--- src/rtl/fetch_stage.sv ---
// RV32I instruction fetch: PC register, single-outstanding imem req/gnt/rvalid fetch, one-entry skid.
// Latency: rvalid to ValidF one edge; zero-wait memory gives one instruction per two cycles.
// Backpressure: stall_f holds the presented entry; a late response parks in the skid and blocks new requests.
module fetch_stage #(
    parameter logic [31:0] RESET_PC  = 32'h0000_0000,
    parameter logic [31:0] NOP_INSTR = 32'h0000_0013
) (
    input  logic        clk,
    input  logic        reset,
    input  logic        stall_f,
    input  logic        redirect_e,
    input  logic [31:0] redirect_pc_e,
    output logic        imem_req,
    output logic [31:0] imem_addr,
    input  logic        imem_gnt,
    input  logic        imem_rvalid,
    input  logic [31:0] imem_rdata,
    output logic [31:0] PCF,
    output logic [31:0] InstrF,
    output logic [31:0] PCPlus4F,
    output logic        ValidF
);

    typedef enum logic {S_REQ = 1'b0, S_WAIT = 1'b1} state_t;

    typedef struct packed {
        logic [31:0] pc;
        logic [31:0] instr;
    } entry_t;

    state_t      state, state_nxt;
    logic        kill, kill_nxt;
    logic [31:0] pc_reg, fetch_pc;
    entry_t      out_ent, skid_ent, resp_ent;
    logic        out_vld, skid_vld;
    logic        gnt_taken, accept, consume;

    always_ff @(posedge clk or posedge reset) begin
        if (reset) begin
            state <= S_REQ;
            kill  <= 1'b0;
        end else begin
            state <= state_nxt;
            kill  <= kill_nxt;
        end
    end

    always_comb begin
        state_nxt = state;
        kill_nxt  = kill;
        imem_req  = 1'b0;
        gnt_taken = 1'b0;
        accept    = 1'b0;
        if (state == S_REQ) begin
            imem_req  = !reset && !skid_vld && (!out_vld || !stall_f);
            gnt_taken = imem_req && imem_gnt;
            if (gnt_taken) begin
                state_nxt = S_WAIT;
                // a redirect racing the grant leaves a stale response to drop
                kill_nxt  = redirect_e;
            end
        end else begin
            if (imem_rvalid) begin
                state_nxt = S_REQ;
                kill_nxt  = 1'b0;
                accept    = !kill && !redirect_e;
            end else if (redirect_e) begin
                kill_nxt = 1'b1;
            end
        end
    end

    always_ff @(posedge clk or posedge reset) begin
        if (reset) begin
            pc_reg   <= RESET_PC;
            fetch_pc <= RESET_PC;
        end else begin
            if (gnt_taken)
                fetch_pc <= pc_reg;
            if (redirect_e)
                pc_reg <= redirect_pc_e & ~32'h3;
            else if (gnt_taken)
                pc_reg <= pc_reg + 32'd4;
        end
    end

    assign resp_ent = '{pc: fetch_pc, instr: imem_rdata};
    assign consume  = out_vld && !stall_f;

    always_ff @(posedge clk or posedge reset) begin
        if (reset) begin
            out_ent  <= '{pc: 32'h0, instr: NOP_INSTR};
            out_vld  <= 1'b0;
            skid_ent <= '{pc: 32'h0, instr: NOP_INSTR};
            skid_vld <= 1'b0;
        end else if (redirect_e) begin
            out_vld  <= 1'b0;
            skid_vld <= 1'b0;
        end else if (consume) begin
            if (skid_vld) begin
                out_ent  <= skid_ent;
                skid_vld <= 1'b0;
            end else if (accept) begin
                out_ent <= resp_ent;
            end else begin
                out_vld <= 1'b0;
            end
        end else if (!out_vld) begin
            if (accept) begin
                out_ent <= resp_ent;
                out_vld <= 1'b1;
            end
        end else if (accept) begin
            skid_ent <= resp_ent;
            skid_vld <= 1'b1;
        end
    end

    assign imem_addr = pc_reg;
    assign ValidF    = out_vld;
    assign PCF       = out_ent.pc;
    assign InstrF    = out_vld ? out_ent.instr : NOP_INSTR;
    assign PCPlus4F  = out_ent.pc + 32'd4;

endmodule
--- config.mk ---
export PLATFORM = sky130hd
export DESIGN_NAME = fetch_stage
export DESIGN_NICKNAME = d
export VERILOG_FILES = /design/src/rtl/fetch_stage.sv
export SDC_FILE = /design/constraint.sdc
export NUM_CORES = 1
export LEC_CHECK = 0
export ABC_AREA = 1
export CELL_PAD_IN_SITES_DETAIL_PLACEMENT = 2
export CELL_PAD_IN_SITES_GLOBAL_PLACEMENT = 2
export CORE_MARGIN = 3
export CORE_UTILIZATION = 26
export DETAILED_ROUTE_END_ITERATION = 10
export HOLD_SLACK_MARGIN = 0.15
export PLACE_DENSITY = 0.81
export SYNTH_ARGS = -nofsm -noshare
export SYNTH_HDL_FRONTEND = slang
export SYNTH_SLANG_ARGS = --single-unit
--- constraint.sdc ---
create_clock -name clk -period 6.5 [get_ports clk]
set_input_delay 0.975 -clock clk [delete_from_list [all_inputs] [get_ports clk]]
set_output_delay 0.975 -clock clk [all_outputs]
set_load 0.005 [all_outputs]
== Word-level counts from Yosys, hierarchy flattened ==
Cells that the tools add are included.
Word-level totals
  word-level logic and storage cells: 67
  register bits after elaboration: 196
  input port bits: 70
  output and inout bits: 130
Operators by class
  add/sub/neg operators: 2
  bitwise gates (word level): 2
  mux-type cells: 28
  reduce and logical (&&, ||, !) cells: 21
  eq/ne operators: 4
Operators by type and width (count)
  $mux 64: 4
  $mux 32: 3
  $add 32x3->32 const B: 2
  $mux 1: 21
  $ne 3x3->1 const B: 3
  $reduce_and 2->1: 4
  $logic_not 1->1: 6
  $reduce_bool 3->1: 2
  $logic_and 1x1->1: 5
  $reduce_and 4->1: 1
  $reduce_bool 2->1: 2
  $ne 2x1->1 const B: 1
  $not 1->1: 2
  $logic_or 1x1->1: 1

== Depth between registers and ports, before layout ==
Gate-level depths: netlist (run 1).
  depth in word-level cells: 8
  gate-level depth with buffers: 11
  gate-level depth less buffers: 9

== Worst setup path after synthesis (run 1) ==
OpenSTA, ideal clock, no wires.
  path kind: flip-flop to output port
  start point: register out_ent (netlist bit PCF[4])
  end point: output PCPlus4F[19]
  arrival: 1.263 ns
  data required time: 5.525 ns
  path slack: 4.262 ns
  cell stages (with the launch flop): 7
  cells stage by stage: dfrtp_1 > nand3_1 > inv_1 > nand2_1 > nor2_1 > nand3_1 > xnor2_1
Between the ends
  word-level cells in the longest chain between the ends: 1
Ends and longest elaborated chain
  from (decl): RTL line 34  | entry_t out_ent, skid_ent, resp_ent;
  from (signal assigned): RTL line 92  | out_ent <= '{pc: 32'h0, instr: NOP_INSTR};
  from (signal assigned): RTL line 101  | out_ent <= skid_ent;
  from (signal assigned): RTL line 104  | out_ent <= resp_ent;
  $add 32x3->32: RTL line 123  | assign PCPlus4F = out_ent.pc + 32'd4;
  to (decl): RTL line 20  | output logic [31:0] PCPlus4F,
No other way between the ends.

== Worst setup path in the final report (run 1) ==
  start point: register out_ent (netlist bit PCF[5])
  end point: output PCPlus4F[19]
Same word-level chain as after synthesis.

==> impl_metrics.py, run 1 <==
metrics = {
    "status": {
        "status": "completed",
    },
    "run": {
        "maxCapViolCount": 0,
    },
    "clock_tree": {
        "cts.clk_slew.worst_paths_ns": 0.07,
        "clock-sinks": 190,
        "clock_latency_ns": 0.43,
        "h-tree-depth": 4,
        "cts_buffers": 17,
        "cts_tree": "done",
        "cts_setup_buffers": 0,
        "clock-root-buffer": "clkbuf_16",
        "cts.path.max_buffers": 2,
        "ctsHoldBuffers": 0,
        "cts_resized": 0,
    },
    "drt": {
        "ant_nets": 0,
        "drcViolationCount": 0,
        "dr.pass1.iters": 4,
        "via_per_inst": 4.66,
        "post_drt_wl_per_cell_microns": 17.2,
        "vias": 9810,
        "wl_microns": 36300,
        "drt_iter0_drc": 493,
    },
    "synthesis": {
        "yosysSeqAreaShare": 0.455,
        "synth_area_per_cell_sq_um": 7.21,
        "synthTopCellsByArea": "dfrtp_1 44%, nand2_1 13%, o21ai_0 11%",
        "synth.cell_area_sq_mm": 0.0105,
        "yosysWarnings": 0,
        "yosysTopAreaCell": "dfrtp_1",
        "syn_inst": 1451,
        "synth_cell_types": 30,
        "ys_ff_latch": 190,
        "synth_top_area_share": 0.440,
    },
    "global_route": {
        "grt_max_degree": 123,
        "grt_pass1_wl_microns": 58700,
        "antenna_found_initial": 0,
        "gr-total-overflow": 0,
        "grt_usage": 0.173,
        "grt_pass1_vias": 10800,
    },
    "placement": {
        "dp_cells": 2075,
        "preCtsSetupSlack_ns": 2.38,
        "numPortBuffers": 195,
        "gp_congestion": 0.811,
        "dp_hpwl_microns": 26100,
    },
    "setup_path": {
        "cp_cell_sequence": "nand2_1, nor2_1, nand2_1, nor2_1, nand3_1, xnor2_1, clkdlybuf4s50_1",
        "crit_type": "register to primary output",
        "cp-start-kind": "register",
        "startpoint": "PCF[5]$_DFFE_PP0P_",
        "cp_max_fo": 6,
        "critical-path-slowest-cell": "clkdlybuf4s50_1",
        "reg2reg_depth": 8,
        "end_kind": "primary output",
        "slowest_delay_ns": 0.54,
        "worstPathRequired_ns": 5.52,
        "cp.arrival_ns": 2.71,
        "rr_startpoint": "ValidF$_DFFE_PP0P_",
    },
    "sta": {
        "slew_headroom": 0.257,
        "rsz0062_at_grt": "no",
        "skew_ns": 0.0118,
        "holdWs_ns": 0.496,
        "fin_setup_tns_ns": 0,
        "fin_crit_ns": 3.69,
        "setup_violations": 0,
        "tightestPinTransition_ns": 1.11,
        "fmax_mhz": 271,
        "period_share": 0.567,
        "fin_ws_ns": 2.81,
        "final_hold_viol_count": 0,
        "drv_slew": 0,
    },
    "die": {
        "dieWidth_microns": 207,
        "die-area_sq_mm": 0.0427,
        "die_y_microns": 207,
        "core_area_sq_mm": 0.0392,
        "row_count": 72,
        "ios": 200,
        "start_util": 0.267,
    },
    "pwr": {
        "finalPower_mw": 4.25,
        "max-vdd-ir-drop_v": 0.000179,
        "powerDensity_mw_per_mm2": 321,
        "leakage_nw": 6.22,
    },
    "hold_path": {
        "min_from": "skid_ent[37]$_DFFE_PP0P_",
        "worst_hold_path.num_cells": 2,
        "min_path_type": "register to register",
    },
    "cells_and_area": {
        "final_cells": 2107,
        "nNetsFinal": 1648,
        "diodes": 0,
        "syn2layout_area_growth_pct": 26.4,
        "drive_above_1_share": 0.0403,
    },
}
-- per-stage QoR --
stage / util / instance area, sq um
finish: 0.338 / 13200
global route: 0.338 / 13200
CTS: 0.338 / 13200
detailed placement: 0.321 / 12600
global placement: 0.321 / 12600
floorplan: - / 10500
-- synth_stat cells, drive strengths merged --
cell,count
a21oi,4
and2,1
buf,66
clkbuf,35
conb,1
dfrtp,184
dfstp,6
ha,2
inv,289
nand2,374
nand3,78
nand3b,11
nand4,2
nor2,75
nor3,9
nor3b,1
o21ai,228
o22ai,60
or2,3
xnor2,8
xor2,14
-- routing by layer --
layer | vias to the layer above | track usage | wire length [microns]
li1 | 4716 | - | -
met1 | 4919 | 0.231 | 17200
met2 | 148 | 0.298 | 17500
met3 | 27 | 0.0210 | 973
met4 | 0 | 0.0446 | 600
met5 | - | 0 | 0
-- final timing paths --
check,to,slack [ns]
worst max-delay path,PCPlus4F[19],2.81
worst min-delay path,skid_ent[37]$_DFFE_PP0P_,0.50
worst max register to register,PCF[21]$_DFFE_PP0P_,3.78
worst min register to register,skid_ent[37]$_DFFE_PP0P_,0.50
max in group asynchronous,skid_ent[19]$_DFFE_PP0P_,4.26
min in group asynchronous,fetch_pc[2]$_DFFE_PP0P_,1.16
-- sequential cells by signal, indices dropped and copies added, names as in the netlist --
| register | count |
|---|---|
| kill | 1 |
| ValidF | 1 |
| imem_addr | 30 |
| out_ent | 32 |
| skid_vld | 1 |
| PCF | 32 |
| state | 1 |
| skid_ent | 62 |
| fetch_pc | 30 |
-- where the power goes --
part	internal, mW	leakage (nW)	total [mW]	switching, mW
Combinational	0.698	3.80	1.24	0.545
Sequential	1.48	2.12	1.84	0.366
Clock	0.669	0.303	1.16	0.490
-- critical path, delay by kind of cell (launching register included) --
kind                      cells  cell delay [ns]
xor gates and xnor gates      1             0.22
buffers and inverters         1             0.54
DFF                           1             0.52
and+or+nand+nor               5             1.01
-- layout by cell type, fill, tap and decap left out, drive strengths merged --
cell type      count
nand2            374
inv              291
o21ai            228
clkdlybuf4s50    195
dfrtp            184
nand3             78
nor2              75
o22ai             60
clkbuf            20
xor2              14
nand3b            11
buf               11
nor3               9
xnor2              8
dfstp              6
bufinv             4
a21oi              4
or2                3
clkinvlp           3
clkinv             3
nand4              2
ha                 2
conb               2
and2               1
nor3b              1
-- cells by family after synthesis --
family,Yosys count,synth area share
adder cells (fa/ha/maj),2,0.00239
AO/OA/AOI/OAI,292,0.148
flip-flops,190,0.455
AND/OR/NAND/NOR,554,0.217
XOR/XNOR,22,0.0184
buffers and inverters,390,0.159
other,1,0.000358
-- area by class of cell --
class	instances	area [sq um]
inverters	289	1090
repair buffers	206	2050
clock inverters	12	183
flip-flops and latches	190	4760
clock buffers	20	457
well taps	518	648
multi-input cells	872	4050
fillers	4601	25900
Note: power is estimated with default switching activity, not from simulation.
==> run 2, diff against run 1 <==
CORE_UTILIZATION = 29   (was 26)
PLACE_DENSITY = 0.85   (was 0.81)
clock period = 3.6 ns   (was 6.5 ns; I/O delays follow)
==> impl_metrics.py, run 2 (synthesis results as in run 1) <==
metrics = {
    "status": {
        "status": "completed",
    },
    "die": {
        "die-area_sq_mm": 0.0384,
        "dieWidth_microns": 196,
        "core_area_sq_mm": 0.0351,
        "ios": 200,
        "start_util": 0.299,
        "die_y_microns": 196,
        "row_count": 68,
    },
    "cells_and_area": {
        "largest_reg_flops": 62,
        "top_register": "skid_ent",
        "drive_above_1_share": 0.0445,
        "multi_input_area_sq_mm": 0.00405,
        "fillers": 4100,
        "layout_commonest_cell": "nand2_1",
        "seq_area_sq_mm": 0.00476,
        "layout.cells.most_common_list": "370 x nand2_1, 284 x inv_1, 222 x o21ai_0, 195 x clkdlybuf4s50_1, 184 x dfrtp_1",
        "final_cells": 2052,
        "syn2layout_area_growth_pct": 25.8,
        "nNetsFinal": 1654,
    },
    "pwr": {
        "powerDensity_mw_per_mm2": 568,
        "leakage_nw": 6.24,
        "max-vdd-ir-drop_v": 0.000339,
    },
    "setup_path": {
        "cp_cell_sequence": "nand3_1, inv_1, nand2_1, nor2_1, nand3_1, xnor2_1, clkdlybuf4s50_1",
        "cp_num_buf_inv": 2,
        "slowest_delay_ns": 0.53,
        "cpMostUsedCell": "nand3_1",
        "cp.arrival_ns": 2.75,
        "worstPathRequired_ns": 3.06,
        "path_delay_family": "simple AND/OR/NAND/NOR gates",
        "cp_max_fo": 6,
        "crit_type": "register to primary output",
        "critical-path-slowest-cell": "clkdlybuf4s50_1",
        "cp-start-kind": "register",
        "end_kind": "primary output",
    },
    "clock_tree": {
        "cts_buffers": 17,
        "clock-sinks": 190,
        "cts_setup_buffers": 0,
        "ctsHoldBuffers": 0,
        "h-tree-depth": 4,
        "cts.clk_slew.worst_paths_ns": 0.08,
        "cts_resized": 0,
        "clock_latency_ns": 0.45,
        "cts.path.max_buffers": 2,
        "clock-root-buffer": "clkbuf_16",
        "cts_tree": "done",
    },
    "drt": {
        "post_drt_wl_per_cell_microns": 17.7,
        "via_per_inst": 4.80,
        "vias": 9855,
        "wl_microns": 36300,
        "drt_iter0_drc": 325,
        "drcViolationCount": 0,
        "ant_nets": 0,
        "dr.pass1.iters": 4,
    },
    "sta": {
        "fin_crit_ns": 3.29,
        "final_hold_viol_count": 0,
        "slew_headroom": 0.487,
        "fin_ws_ns": 0.311,
        "skew_ns": 0.0153,
        "drv_slew": 0,
        "tightestPinTransition_ns": 0.767,
        "period_share": 0.914,
        "rsz0062_at_grt": "no",
        "fin_setup_tns_ns": 0,
        "setup_violations": 0,
        "fmax_mhz": 304,
    },
    "placement": {
        "dp_hpwl_microns": 26600,
        "gp_congestion": 0.823,
        "preCtsSetupSlack_ns": 0.780,
        "numPortBuffers": 195,
        "dp_cells": 2018,
    },
    "run": {
        "maxCapViolCount": 0,
    },
    "global_route": {
        "antenna_found_initial": 3,
        "grt_usage": 0.192,
        "grt_max_degree": 70,
        "grt_pass1_wl_microns": 60000,
        "gr-total-overflow": 0,
        "grt_pass1_vias": 10900,
    },
    "hold_path": {
        "min_path_type": "register to register",
    },
}
[run 2: layout make-up]
| class | instances | area share |
|---|---|---|
| flip-flops and latches | 190 | 0.362 |
| repair buffers | 212 | 0.161 |
| multi-input cells | 872 | 0.308 |
| diodes | 2 | 0.000380 |
| well taps | 455 | 0.0432 |
| clock inverters | 15 | 0.0113 |
| inverters | 289 | 0.0827 |
| clock buffers | 17 | 0.0323 |
[run 2: power breakdown]
group	internal, mW	switching (mW)
sequential	2.67	0.654
combinational	1.27	1.01
clock	0.926	0.958
[run 2: final timing paths]
check,start,endpoint,slack (ns),cells after the start
hold / removal,skid_ent[34]$_DFFE_PP0P_,skid_ent[34]$_DFFE_PP0P_,0.50,2
setup reg to reg,ValidF$_DFFE_PP0P_,imem_addr[29]$_DFFE_PP0P_,1.23,9
max in group asynchronous,reset,out_ent[0]$_DFFE_PP1P_,2.10,3
min in group asynchronous,reset,skid_ent[16]$_DFFE_PP0P_,0.62,2
hold reg to reg,skid_ent[34]$_DFFE_PP0P_,skid_ent[34]$_DFFE_PP0P_,0.50,2
setup / recovery,PCF[2]$_DFFE_PP0P_,PCPlus4F[19],0.31,7
[run 2: tightest hold or removal path, delay by kind of cell (launching register included)]
kind,cells,cell delay [ns]
flops,1,0.36
simple gates,2,0.12
[run 2: routing by layer]
metal / GRT usage / wire length [microns]
met1: 0.261 / 17100
met2: 0.324 / 17500
met3: 0.0285 / 1230
met4: 0.0446 / 525
met5: 0 / 13
[run 2: per-stage QoR]
| stage | hold slack [ns] | util | instance area [sq um] | total power, mW |
|---|---|---|---|---|
| 4_1_cts | 0.497 | 0.376 | 13200 | 7.59 |
| 6_report | 0.500 | 0.376 | 13200 | 7.48 |
| 2_1_floorplan | 0.450 | - | 10500 | 4.39 |
| 3_5_place_dp | 0.476 | 0.359 | 12600 | 5.67 |
| 3_3_place_gp | 0.469 | 0.359 | 12600 | 5.50 |
| 5_1_grt | 0.516 | 0.376 | 13200 | 8.01 |
